## src/rtl/udt_pkt_dispatch.sv

```systemverilog
// UDT receive-side packet dispatcher: classifies each packet from its first beat
// and forwards it to the data or control stream, or drops it, with saturating counters.
module udt_pkt_dispatch #(
   parameter int unsigned DATA_W    = 64,
   parameter logic [15:0] CTRL_MASK = 16'h00EF,
   parameter int unsigned CNT_W     = 32
) (
   input  logic                core_clk,
   input  logic                core_rst,
   input  logic [DATA_W-1:0]   in_tdata,
   input  logic [DATA_W/8-1:0] in_tkeep,
   input  logic                in_tvalid,
   input  logic                in_tlast,
   output logic                in_tready,
   output logic [DATA_W-1:0]   data_tdata,
   output logic [DATA_W/8-1:0] data_tkeep,
   output logic                data_tvalid,
   output logic                data_tlast,
   input  logic                data_tready,
   output logic [30:0]         data_seq,
   output logic [DATA_W-1:0]   ctrl_tdata,
   output logic [DATA_W/8-1:0] ctrl_tkeep,
   output logic                ctrl_tvalid,
   output logic                ctrl_tlast,
   input  logic                ctrl_tready,
   output logic [14:0]         ctrl_type,
   input  logic                clr_cnt,
   output logic [CNT_W-1:0]    cnt_data,
   output logic [CNT_W-1:0]    cnt_ctrl,
   output logic [CNT_W-1:0]    cnt_drop
);

   typedef enum logic [1:0] {IDLE, FWD_DATA, FWD_CTRL, DROP} state_t;
   typedef enum logic [1:0] {CLS_DATA, CLS_CTRL, CLS_DROP} cls_t;

   state_t      state;
   state_t      fwd_state;
   cls_t        first_cls;
   cls_t        beat_cls;
   logic [31:0] hdr;
   logic [14:0] hdr_type;
   logic        data_free;
   logic        ctrl_free;
   logic        ready_raw;
   logic        accept;
   logic        first;

   // Header arrives in network byte order: byte 0 is the MSB.
   assign hdr      = {in_tdata[7:0], in_tdata[15:8], in_tdata[23:16], in_tdata[31:24]};
   assign hdr_type = hdr[30:16];

   assign data_free = !data_tvalid || data_tready;
   assign ctrl_free = !ctrl_tvalid || ctrl_tready;
   assign first     = (state == IDLE);
   assign accept    = in_tvalid && in_tready;

   always_comb begin
      first_cls = CLS_DROP;
      if (in_tkeep[3:0] != 4'hF)
         first_cls = CLS_DROP;
      else if (!hdr[31])
         first_cls = CLS_DATA;
      else if ((hdr_type < 15'd16) && CTRL_MASK[hdr_type[3:0]])
         first_cls = CLS_CTRL;
   end

   always_comb begin
      beat_cls = first_cls;
      case (state)
         FWD_DATA: beat_cls = CLS_DATA;
         FWD_CTRL: beat_cls = CLS_CTRL;
         DROP:     beat_cls = CLS_DROP;
         default:  beat_cls = first_cls;
      endcase
   end

   always_comb begin
      fwd_state = DROP;
      case (beat_cls)
         CLS_DATA: fwd_state = FWD_DATA;
         CLS_CTRL: fwd_state = FWD_CTRL;
         default:  fwd_state = DROP;
      endcase
   end

   // Ready depends only on state and output occupancy, never on the incoming beat.
   always_comb begin
      ready_raw = 1'b0;
      case (state)
         IDLE:     ready_raw = data_free && ctrl_free;
         FWD_DATA: ready_raw = data_free;
         FWD_CTRL: ready_raw = ctrl_free;
         DROP:     ready_raw = 1'b1;
         default:  ready_raw = 1'b0;
      endcase
   end

   assign in_tready = !core_rst && ready_raw;

   always_ff @(posedge core_clk or posedge core_rst) begin
      if (core_rst) begin
         state       <= IDLE;
         data_tdata  <= '0;
         data_tkeep  <= '0;
         data_tvalid <= 1'b0;
         data_tlast  <= 1'b0;
         data_seq    <= '0;
         ctrl_tdata  <= '0;
         ctrl_tkeep  <= '0;
         ctrl_tvalid <= 1'b0;
         ctrl_tlast  <= 1'b0;
         ctrl_type   <= '0;
      end else begin
         if (data_tready)
            data_tvalid <= 1'b0;
         if (ctrl_tready)
            ctrl_tvalid <= 1'b0;
         if (accept) begin
            case (beat_cls)
               CLS_DATA: begin
                  data_tdata  <= in_tdata;
                  data_tkeep  <= in_tkeep;
                  data_tlast  <= in_tlast;
                  data_tvalid <= 1'b1;
                  if (first)
                     data_seq <= hdr[30:0];
               end
               CLS_CTRL: begin
                  ctrl_tdata  <= in_tdata;
                  ctrl_tkeep  <= in_tkeep;
                  ctrl_tlast  <= in_tlast;
                  ctrl_tvalid <= 1'b1;
                  if (first)
                     ctrl_type <= hdr_type;
               end
               default: ;
            endcase
            state <= in_tlast ? IDLE : fwd_state;
         end
      end
   end

   // Clear has priority; an increment coinciding with it is discarded.
   always_ff @(posedge core_clk or posedge core_rst) begin
      if (core_rst) begin
         cnt_data <= '0;
         cnt_ctrl <= '0;
         cnt_drop <= '0;
      end else if (clr_cnt) begin
         cnt_data <= '0;
         cnt_ctrl <= '0;
         cnt_drop <= '0;
      end else if (accept && first) begin
         case (first_cls)
            CLS_DATA: if (cnt_data != '1) cnt_data <= cnt_data + CNT_W'(1);
            CLS_CTRL: if (cnt_ctrl != '1) cnt_ctrl <= cnt_ctrl + CNT_W'(1);
            default:  if (cnt_drop != '1) cnt_drop <= cnt_drop + CNT_W'(1);
         endcase
      end
   end

endmodule

```

## config.mk

```make
export PLATFORM = sky130hd
export DESIGN_NAME = udt_pkt_dispatch
export DESIGN_NICKNAME = d
export VERILOG_FILES = /design/src/rtl/udt_pkt_dispatch.sv
export SDC_FILE = /design/constraint.sdc
export NUM_CORES = 1
export LEC_CHECK = 0
export CAP_MARGIN = 15
export CORE_ASPECT_RATIO = 0.6
export CORE_MARGIN = 4
export CORE_UTILIZATION = 45
export CTS_CLUSTER_SIZE = 20
export DETAILED_ROUTE_END_ITERATION = 10
export PLACE_DENSITY = 0.77
export RECOVER_POWER = 100
export SYNTH_ARGS = -nofsm -noshare
export SYNTH_HDL_FRONTEND = slang
export SYNTH_SLANG_ARGS = --single-unit
```

## constraint.sdc

```tcl
create_clock -name core_clk -period 29.4 [get_ports core_clk]
set_input_delay 7.35 -clock core_clk [delete_from_list [all_inputs] [get_ports core_clk]]
set_output_delay 7.35 -clock core_clk [all_outputs]
set_load 0.05 [all_outputs]
```

==> impl_metrics.csv, run 1 <==
group,metric,value,unit
synth,post_synth_mux_area_share,16.1,%
grt,grt_use_met1,31.5,%
outcome,result_of_the_run,"complete, but fails checks",
critical_path,setup.worst_path.start,"core_rst",
hold_path,hold_path.class,"register to register",
drt,drc_violations,0,
synth,synth-compound-area-share,3.13,%
critical_path,worstSetupEndpointType,"async pin",
clock_network,worst_setup_hold_path_clk_slew,0.06,ns
critical_path,worst_setup_path_start_kind,"input port",
synth,synth_async_sr_flop_share,100,%
synth,syn_avg_cell_area,12.3,um^2
synth,postSynth.topFlopCell,"sky130_fd_sc_hd__dfrtp_1",
synth,synth-xor-area-share,4.51,%
floorplan,die_x,223,um
floorplan,floorplan.io_pins,370,
floorplan,die_h,137,um
power_and_ir_drop,power.density_cell_area,104,nW/um^2
drt,post_drt_via_cell_ratio,5.43,
clock_network,post_cts_resize_count,0,
grt,grt_start_max_net_pins,172,
synth,yosysSeqAreaShare,58.8,%
synth,synth_fp_nets,1096,
power_and_ir_drop,p_leak,7.66,nW
clock_network,clk_root_buffer_cell,"sky130_fd_sc_hd__clkbuf_16",
layout,areaGrowthSynthToFinish,40.0,%
floorplan,floorplan.initialDensity,46.3,%
sta,maxClockFrequency,52.7,MHz
synth,synth.largest_area_cell,"sky130_fd_sc_hd__dfrtp_1",
clock_network,cts_num_sinks,292,
floorplan,core_region_area,26800,um^2
sta,final-hold-violation-count,0,
sta,min_period,18.96,ns
sta,max_slew_margin,-485,%
grt,met3_usage,8.32,%
layout,antenna-diode-count,0,
synth,synth.cell_area,12400,um^2
hold_path,worstHoldStart,"ctrl_type[2]$_DFFE_PP0P_",
critical_path,cp_data_arrival_time,17.42,ns
job,maxCapViolations,8,
clock_network,cts-hold-fix-buffers,0,
placement,dpl_worst_slack,13.01,ns
power_and_ir_drop,power.total,0.00182,W
synth,synth.distinct_cells,47,
sta,worst-slew-pin-transition,8.78,ns
drt,route.antenna.remaining_nets,0,
sta,setup_viol,0,
drt,detail_route.first_pass.iterations,5,
placement,gpl_wtd_cong,0.848,
sta,fin_hold_ws,0.469,ns
floorplan,rows,46,
sta,maxSlewViolCount,503,
synth,synth.area.top_cells,"sky130_fd_sc_hd__dfrtp_1 59%, sky130_fd_sc_hd__mux2_2 16%, sky130_fd_sc_hd__xnor2_1 2.5%",
grt,grt-busiest-layer,"met2",
placement,place.port_buffers,369,
grt,global_route.overflow_total,0,
sta,totalNegativeSetupSlack,0,ns
drt,wl_per_cell,20.7,um
critical_path,critical_path.max_fanout,171,
synth,synth_warnings,0,
outcome,violations_in_the_final_reports,"max-capacitance violations, max-slew violations",
critical_path,timing.setup.critical_path_class,"input port to async pin",
layout,nets,1458,
clock_network,htree_levels,1,
synth,synth_top_family_by_area,"multiplexers",
grt,overall_routing_resource_usage,23.4,%
power_and_ir_drop,irDropWorstVdd,0.0857,mV
clock_network,worst_skew_pair.late_latency,0.56,ns
layout,drive_gt1_share,16.7,%
drt,first_iter_violations,852,
synth,synth_adder_area_share,0.302,%
clock_network,cts-buffers-inserted,29,
synth,synthSimpleGateAreaFrac,15.1,%
floorplan,floorplan.die_area,30400,um^2
sta,final_min_period_over_clock_period,64.5,%
drt,detailroute.via_count,9546,
grt,via_count_of_the_first_global_routing_pass,9786,
grt,antenna_found_initial,1,
sta,finalWorstSetupSlack,10.44,ns
clock_network,clock_path_buffers,3,
critical_path,required,27.85,ns
sta,clock_skew,0.0144,ns
sta,rsz0062_at_grt,"no",
drt,finalWirelength,36400,um
placement,hpwlAfterDp,25700,um
synth,post_synth_edffs,0,
synth,syn-instance-count,1014,
grt,grt_pass1_wl,57000,um
synth,synth_largest_type_area_fraction,58.8,%
critical_path,r2r-start,"state[0]$_DFFE_PP0N_",
clock_network,tritoncts,"built",
grt,global_route.usage.met2,37.1,%
clock_network,setup_bufs_post_cts,0,
synth,ffs_latches_synth,292,
worst paths after layout:
check,to,slack [ns],cells after the start
max,cnt_drop[20]$_DFFE_PP0P_,10.44,3
min,ctrl_type[2]$_DFFE_PP0P_,0.47,2
max reg2reg,data_seq[12]$_DFFE_PP0P_,22.60,7
min reg2reg,ctrl_type[2]$_DFFE_PP0P_,0.47,2
max in group core_clk,data_seq[12]$_DFFE_PP0P_,10.48,9
min in group asynchronous,ctrl_tdata[51]$_DFFE_PP0P_,8.92,2
flip-flops by register name, indices dropped and copies added (netlist names), 2 cells and up:
| name | count |
|---|---|
| cnt_ctrl | 32 |
| data_tdata | 64 |
| cnt_drop | 32 |
| cnt_data | 32 |
| state | 2 |
| data_seq | 31 |
| ctrl_type | 15 |
| ctrl_tkeep | 8 |
| ctrl_tdata | 64 |
| data_tkeep | 8 |
critical path: stages:
cell                            delay, ns
sky130_fd_sc_hd__dlygate4sd3_1       0.58
sky130_fd_sc_hd__clkinvlp_2          2.92
sky130_fd_sc_hd__clkbuf_1            6.35
area by class of cell:
cell class / count / area, um^2
fillers: 2052 / 9420
flip-flops and latches: 292 / 7310
multi-input cells: 657 / 4850
repair buffers: 378 / 3730
clock buffers: 40 / 827
well taps: 360 / 450
clock inverters: 12 / 170
inverters: 18 / 68.8
synthesized netlist by cell type, types with 4 or more instances:
cell type,number
sky130_fd_sc_hd__a21oi_1,28
sky130_fd_sc_hd__and2_1,19
sky130_fd_sc_hd__and3_1,17
sky130_fd_sc_hd__and4_1,10
sky130_fd_sc_hd__buf_1,4
sky130_fd_sc_hd__buf_2,5
sky130_fd_sc_hd__clkbuf_1,38
sky130_fd_sc_hd__dfrtp_1,292
sky130_fd_sc_hd__inv_1,18
sky130_fd_sc_hd__mux2_2,175
sky130_fd_sc_hd__nand2_1,48
sky130_fd_sc_hd__nand3_1,36
sky130_fd_sc_hd__nand4_1,32
sky130_fd_sc_hd__nor2_1,79
sky130_fd_sc_hd__nor3_1,29
sky130_fd_sc_hd__nor3b_1,4
sky130_fd_sc_hd__nor4_1,19
sky130_fd_sc_hd__nor4b_1,5
sky130_fd_sc_hd__o21ai_0,14
sky130_fd_sc_hd__o31ai_1,8
sky130_fd_sc_hd__or2_2,4
sky130_fd_sc_hd__or3_1,15
sky130_fd_sc_hd__or4_1,17
sky130_fd_sc_hd__xnor2_1,36
sky130_fd_sc_hd__xor2_1,28
cell usage in the layout (no fill, tap or decap), types with 18 or more instances in the layout:
cell / n
sky130_fd_sc_hd__dlygate4sd3_1: 294
sky130_fd_sc_hd__clkbuf_16: 29
sky130_fd_sc_hd__nand2_1: 48
sky130_fd_sc_hd__nor2_1: 79
sky130_fd_sc_hd__xor2_1: 28
sky130_fd_sc_hd__nand4_1: 32
sky130_fd_sc_hd__nor4_1: 21
sky130_fd_sc_hd__nor3_1: 29
sky130_fd_sc_hd__nand3_1: 36
sky130_fd_sc_hd__dfrtp_1: 292
sky130_fd_sc_hd__mux2_2: 173
sky130_fd_sc_hd__clkdlybuf4s50_1: 74
sky130_fd_sc_hd__xnor2_1: 36
sky130_fd_sc_hd__or4_1: 18
sky130_fd_sc_hd__a21oi_1: 28
power breakdown:
group	leakage (nW)	switching, W	internal, W
logic	3.42	0.000579	0.000261
clock network	0.492	0.000158	0.000231
registers	3.75	0.0000609	0.000525
layer usage:
| metal | vias up | wire length (um) |
|---|---|---|
| met5 | - | 13 |
| met4 | 2 | 706 |
| met3 | 53 | 3220 |
| met2 | 319 | 17100 |
| met1 | 4813 | 15400 |
| li1 | 4359 | - |
logic make-up (layout without fill, tap and decap cells):
family | after synthesis | in the layout
AND/OR/NAND/NOR | 347 | 347
flip-flops | 292 | 292
multiplexers | 178 | 178
AO/OA/AOI/OAI | 65 | 65
buffers and inverters | 65 | 448
XOR/XNOR | 64 | 64
adder cells (fa/ha/maj) | 3 | 3
stage by stage:
| stage | util, % | cell area, um^2 | cells |
|---|---|---|---|
| after detailed placement | 61.5 | 16500 | 1705 |
| after global placement | 61.5 | 16500 | 1705 |
| after global routing | 64.9 | 17400 | 1757 |
| final | 64.9 | 17400 | 1757 |
| after floorplan | - | 12400 | 1014 |
| after CTS | 65.2 | 17500 | 1757 |
Note: power is estimated with default switching activity, not from simulation.
==> run 2, diff against run 1 <==
- clock period: 29.4 -> 19.3 ns (I/O delays scaled with it)
==> run 2 against run 1 <==
The run still ends with max-capacitance violations, max-slew violations left. Wire length shrank 1.3%. Clock-buffer cell count shrank 2. Register-to-register slack lost 7.8 ns. Critical path depth grew 6. Critical endpoint is now data_seq[28]$_DFFE_PP0P_. Largest cell class unchanged.
==> impl_metrics.csv, run 2 (synthesis results as in run 1) <==
group,metric,value,unit
outcome,result_of_the_run,"complete, but fails checks",
outcome,violations_in_the_final_reports,"max-capacitance violations, max-slew violations",
clock_network,cts-hold-fix-buffers,0,
grt,via_count_of_the_first_global_routing_pass,9824,
power_and_ir_drop,netSwitchingPower,0.00121,W
sta,setup_viol,0,
clock_network,clock_path_buffers,3,
clock_network,post_cts_resize_count,0,
clock_network,cts-buffers-inserted,29,
grt,overall_routing_resource_usage,23.1,%
critical_path,reg2reg_slack,14.83,ns
sta,max_slew_margin,-239,%
critical_path,required,19.73,ns
drt,detail_route.first_pass.iterations,5,
sta,min_period,13.53,ns
grt,grt_pass1_wl,56400,um
sta,final_min_period_over_clock_period,70.1,%
sta,worst-slew-pin-transition,5.05,ns
critical_path,r2r-start,"state[0]$_DFFE_PP0N_",
grt,global_route.overflow_total,0,
hold_path,min_delay_path_depth,2,
layout,layout_common_cells,"294 x sky130_fd_sc_hd__dlygate4sd3_1, 292 x sky130_fd_sc_hd__dfrtp_1, 175 x sky130_fd_sc_hd__mux2_2, 79 x sky130_fd_sc_hd__nor2_1, 74 x sky130_fd_sc_hd__clkdlybuf4s50_1",
floorplan,die_x,223,um
floorplan,core_region_area,26800,um^2
drt,detailroute.via_count,9552,
floorplan,rows,46,
power_and_ir_drop,power.switching_fraction,44.2,%
layout,layout.core_utilization,64.9,%
clock_network,clk_root_buffer_cell,"sky130_fd_sc_hd__clkbuf_16",
power_and_ir_drop,share_comb_of_total_power,46.4,%
sta,clock_skew,0.0200,ns
drt,post_drt_via_cell_ratio,5.43,
grt,grt_start_max_net_pins,180,
power_and_ir_drop,share_seq_of_total_power,32.3,%
layout,layout.cells.most_common,"sky130_fd_sc_hd__dlygate4sd3_1",
drt,first_iter_violations,951,
sta,final-hold-violation-count,0,
sta,maxSlewViolCount,204,
drt,route.antenna.remaining_nets,0,
clock_network,worst_skew_pair.late_latency,0.56,ns
floorplan,die_h,137,um
job,maxCapViolations,6,
floorplan,floorplan.initialDensity,46.3,%
critical_path,cp_data_arrival_time,13.96,ns
hold_path,hold_path_end,"ctrl_type[1]$_DFFE_PP0P_",
layout,nets,1459,
layout,areaGrowthSynthToFinish,40.1,%
drt,wl_per_cell,20.4,um
floorplan,floorplan.die_area,30400,um^2
layout,drive_gt1_share,17.0,%
placement,gpl_wtd_cong,0.855,
power_and_ir_drop,clkPwrFrac,21.3,%
floorplan,floorplan.io_pins,370,
critical_path,rr_endpoint,"ctrl_tdata[44]$_DFFE_PP0P_",
layout,antenna-diode-count,0,
placement,hpwlAfterDp,25400,um
critical_path,length_in_cells_of_the_worst_reg_to_reg_path,5,
power_and_ir_drop,power.density_cell_area,158,nW/um^2
clock_network,cts_num_sinks,292,
power_and_ir_drop,p_leak,7.66,nW
critical_path,worst_setup_path_start_kind,"input port",
layout,reg_top3,"ctrl_tdata x64, data_tdata x64",
hold_path,hold_path.class,"register to register",
power_and_ir_drop,power.total,0.00275,W
hold_path,worstHoldStart,"ctrl_type[1]$_DFFE_PP0P_",
critical_path,worstSetupEndpointType,"register",
placement,place.port_buffers,369,
sta,maxClockFrequency,73.9,MHz
critical_path,cell_with_the_largest_stage_delay_on_the_worst_path,"sky130_fd_sc_hd__clkinvlp_2",
critical_path,timing.setup.critical_path_class,"input port to register",
sta,totalNegativeSetupSlack,0,ns
critical_path,crit_chain,"dlygate4sd3_1, clkinvlp_2, o211ai_1, nor3b_1, o21ai_4, buf_4, or3_1, clkbuf_1, mux2_2",
sta,rsz0062_at_grt,"no",
power_and_ir_drop,internal_power,0.00153,W
clock_network,htree_levels,1,
clock_network,setup_bufs_post_cts,0,
clock_network,worst_setup_hold_path_clk_slew,0.06,ns
critical_path,critical_path.max_stage_delay,3.71,ns
drt,drc_violations,0,
critical_path,critical_path.max_fanout,115,
power_and_ir_drop,irDropWorstVdd,0.149,mV
clock_network,tritoncts,"built",
drt,finalWirelength,35900,um
grt,antenna_found_initial,1,
==> run 2: metal layers <==
| metal | vias to the layer above | GRT usage, % | wire length, um |
|---|---|---|---|
| met1 | 4818 | 31.1 | 15300 |
| met2 | 331 | 36.3 | 16500 |
| li1 | 4338 | - | - |
| met5 | - | 0 | 13 |
| met3 | 63 | 8.34 | 3240 |
| met4 | 2 | 5.51 | 896 |
==> run 2: power by group through the flow <==
| stage | registers, W | logic, W | clock network (W) |
|---|---|---|---|
| final | 0.000888 | 0.00127 | 0.000585 |
| after CTS | 0.000897 | 0.00135 | 0.000599 |
| after detailed placement | 0.000904 | 0.00135 | 0 |
| after global placement | 0.000894 | 0.00134 | 0 |
| after global routing | 0.000911 | 0.00132 | 0.000623 |
| after floorplan | 0.00155 | 0.000199 | 0 |
==> run 2: worst max path at each step <==
| stage | start | endpoint |
|---|---|---|
| floorplan | core_rst | data_seq[0]$_DFFE_PP0P_ |
| global placement | ctrl_tready | in_tready |
| detailed placement | data_tready | in_tready |
| CTS | data_tready | in_tready |
| global route | core_rst | data_seq[18]$_DFFE_PP0P_ |
| finish | core_rst | data_seq[28]$_DFFE_PP0P_ |
==> run 2: per-stage QoR <==
stage	setup WS (ns)	instance area, um^2	instances	hold slack, ns
after global routing	4.17	17400	1758	0.491
after detailed placement	7.95	16500	1706	0.456
after global placement	7.94	16500	1706	0.453
after CTS	7.92	17500	1758	0.469
after floorplan	6.05	12400	1014	0.602
final	5.77	17400	1758	0.458
==> run 2: layout make-up <==
type	instances	area [um^2]
fillers	2103	9410
flip-flops and latches	292	7310
multi-input cells	657	4850
repair buffers	379	3750
clock buffers	38	820
well taps	360	450
clock inverters	14	165
inverters	18	68.8
==> run 2: worst max-delay path: cells and delay by family <==
kind | cells | cell delay, ns
mux | 1 | 0.46
compound gates | 2 | 1.65
simple gates | 2 | 0.39
buf+inv | 4 | 6.54
==> run 3, diff against run 2 <==
- clock period: 19.3 -> 14 ns (I/O delays scaled with it)
==> run 3 against run 2 <==
The flow still finishes with violations (max-capacitance violations, max-slew violations). Sequential power increased by 39%. Largest cell class unchanged. Combinational power increased by 39%. Highest routed layer unchanged. Critical path depth decreased by 3. Setup slack got worse by 1.7 ns. Flip-flop and latch count unchanged. Clock power increased by 35%. Register-to-register slack got worse by 4.7 ns.
==> impl_metrics.csv, run 3 (synthesis results as in run 1) <==
group,metric,value,unit
layout,finalInstanceArea,17400,um^2
hold_path,min_delay_path_depth,1,
power_and_ir_drop,p_leak,7.65,nW
clock_network,tritoncts,"built",
floorplan,die_h,137,um
clock_network,worst_skew_pair.late_latency,0.56,ns
placement,gpl_wtd_cong,0.854,
outcome,result_of_the_run,"complete, but fails checks",
critical_path,worstSetupEndpointType,"register",
layout,layout.core_utilization,64.9,%
clock_network,cts-buffers-inserted,28,
drt,detail_route.first_pass.iterations,5,
grt,global_route.overflow_total,0,
floorplan,die_x,223,um
sta,max_slew_margin,-175,%
sta,setup_viol,0,
sta,worst-slew-pin-transition,4.10,ns
sta,final_min_period_over_clock_period,70.8,%
sta,finalWorstSetupSlack,4.09,ns
drt,first_iter_violations,762,
clock_network,cts_num_sinks,292,
critical_path,required,14.43,ns
grt,grt_start_max_net_pins,97,
power_and_ir_drop,irDropWorstVdd,0.184,mV
grt,via_count_of_the_first_global_routing_pass,9555,
clock_network,worst_setup_hold_path_clk_slew,0.06,ns
sta,maxClockFrequency,101,MHz
critical_path,worst_setup_path_start_kind,"input port",
critical_path,length_in_cells_of_the_worst_reg_to_reg_path,7,
sta,clock_skew,0.0141,ns
layout,reg_top3,"ctrl_tdata x64, data_tdata x64",
clock_network,clk_root_buffer_cell,"sky130_fd_sc_hd__clkbuf_16",
critical_path,cp_data_arrival_time,10.34,ns
job,maxCapViolations,7,
critical_path,timing.setup.critical_path_class,"input port to register",
critical_path,r2r-start,"state[0]$_DFFE_PP0N_",
sta,final-hold-violation-count,0,
clock_network,clock_path_buffers,3,
sta,min_period,9.91,ns
grt,antenna_found_initial,2,
grt,grt_pass1_wl,55300,um
floorplan,rows,46,
layout,final_standard_cell_count_with_taps_included_and_fillers_excluded,1759,
placement,dpl-instance-area,16500,um^2
layout,drive_gt1_share,16.7,%
clock_network,setup_bufs_post_cts,0,
critical_path,reg2reg_slack,10.17,ns
clock_network,post_cts_resize_count,0,
clock_network,htree_levels,1,
sta,maxSlewViolCount,254,
sta,totalNegativeSetupSlack,0,ns
layout,areaGrowthSynthToFinish,40.1,%
grt,overall_routing_resource_usage,22.8,%
drt,post_drt_via_cell_ratio,5.40,
power_and_ir_drop,power.density_cell_area,217,nW/um^2
layout,fill_cells,2044,
placement,dpl_worst_slack,5.30,ns
sta,rsz0062_at_grt,"no",
critical_path,critical_path.max_fanout,91,
drt,route.antenna.remaining_nets,0,
floorplan,floorplan.initialDensity,46.3,%
drt,wl_per_cell,20.5,um
hold_path,hold_path.class,"register to register",
placement,post-place-cells,1707,
drt,drc_violations,0,
critical_path,rr_endpoint,"cnt_drop[17]$_DFFE_PP0P_",
clock_network,cts-hold-fix-buffers,0,
layout,layout.cells.most_common,"sky130_fd_sc_hd__dlygate4sd3_1",
floorplan,core_region_area,26800,um^2
drt,finalWirelength,36000,um
hold_path,worstHoldStart,"ctrl_type[10]$_DFFE_PP0P_",
layout,nets,1460,
floorplan,floorplan.io_pins,370,
placement,hpwlAfterDp,25700,um
drt,detailroute.via_count,9491,
hold_path,hold_path_end,"ctrl_type[10]$_DFFE_PP0P_",
floorplan,floorplan.die_area,30400,um^2
placement,place.port_buffers,369,
layout,layout_common_cells,"294 x sky130_fd_sc_hd__dlygate4sd3_1, 292 x sky130_fd_sc_hd__dfrtp_1, 174 x sky130_fd_sc_hd__mux2_2, 79 x sky130_fd_sc_hd__nor2_1, 74 x sky130_fd_sc_hd__clkdlybuf4s50_1",
outcome,violations_in_the_final_reports,"max-capacitance violations, max-slew violations",
==> run 3: area by class of cell <==
| type | instances | area, um^2 | area share, % |
|---|---|---|---|
| Clock inverter | 6 | 119 | 0.683 |
| Antenna cell | 1 | 2.50 | 0.0144 |
| Timing Repair Buffer | 381 | 3770 | 21.7 |
| Multi-Input combinational cell | 657 | 4850 | 27.9 |
| Clock buffer | 44 | 841 | 4.83 |
| Tap cell | 360 | 450 | 2.59 |
| Sequential cell | 292 | 7310 | 42.0 |
| Inverter | 18 | 68.8 | 0.395 |
==> run 3: worst max-delay path: stages <==
cell and delay, ns:
sky130_fd_sc_hd__dlygate4sd3_1 0.58, sky130_fd_sc_hd__clkinvlp_2 3.06, sky130_fd_sc_hd__o211ai_1 1.33, sky130_fd_sc_hd__nor3_1 0.20
sky130_fd_sc_hd__o21ai_0 1.16, sky130_fd_sc_hd__mux2_2 0.48
==> run 3: worst max-delay path by stage <==
stage | startpoint | endpoint | slack [ns] | cells past startpoint
6_report | core_rst | ctrl_tdata[0]$_DFFE_PP0P_ | 4.09 | 6
5_1_grt | core_rst | ctrl_tdata[2]$_DFFE_PP0P_ | 2.91 | 6
4_1_cts | data_tready | in_tready | 5.28 | 5
3_5_place_dp | data_tready | in_tready | 5.30 | 5
3_3_place_gp | ctrl_tready | in_tready | 5.32 | 5
2_1_floorplan | core_rst | data_seq[0]$_DFFE_PP0P_ | 2.07 | 8
==> run 3: power by group <==
group          switching, W  total, W  internal, W
registers          0.000125   0.00123      0.00110
clock network      0.000326  0.000792     0.000466
logic               0.00121   0.00176     0.000543
==> run 3: metrics by stage <==
stage               hold slack (ns)  power, W
finish                        0.476   0.00377
global route                  0.492   0.00392
CTS                           0.488   0.00391
detailed placement            0.473   0.00311
global placement              0.452   0.00308
floorplan                     0.602   0.00242
==> run 3: metal layers <==
layer,global-route usage [%],vias up,share of wire (%)
li1,-,4350,-
met1,30.6,4738,43
met2,35.2,333,45
met3,8.57,68,9.1
met4,6.16,2,3.0
met5,0,-,0.022
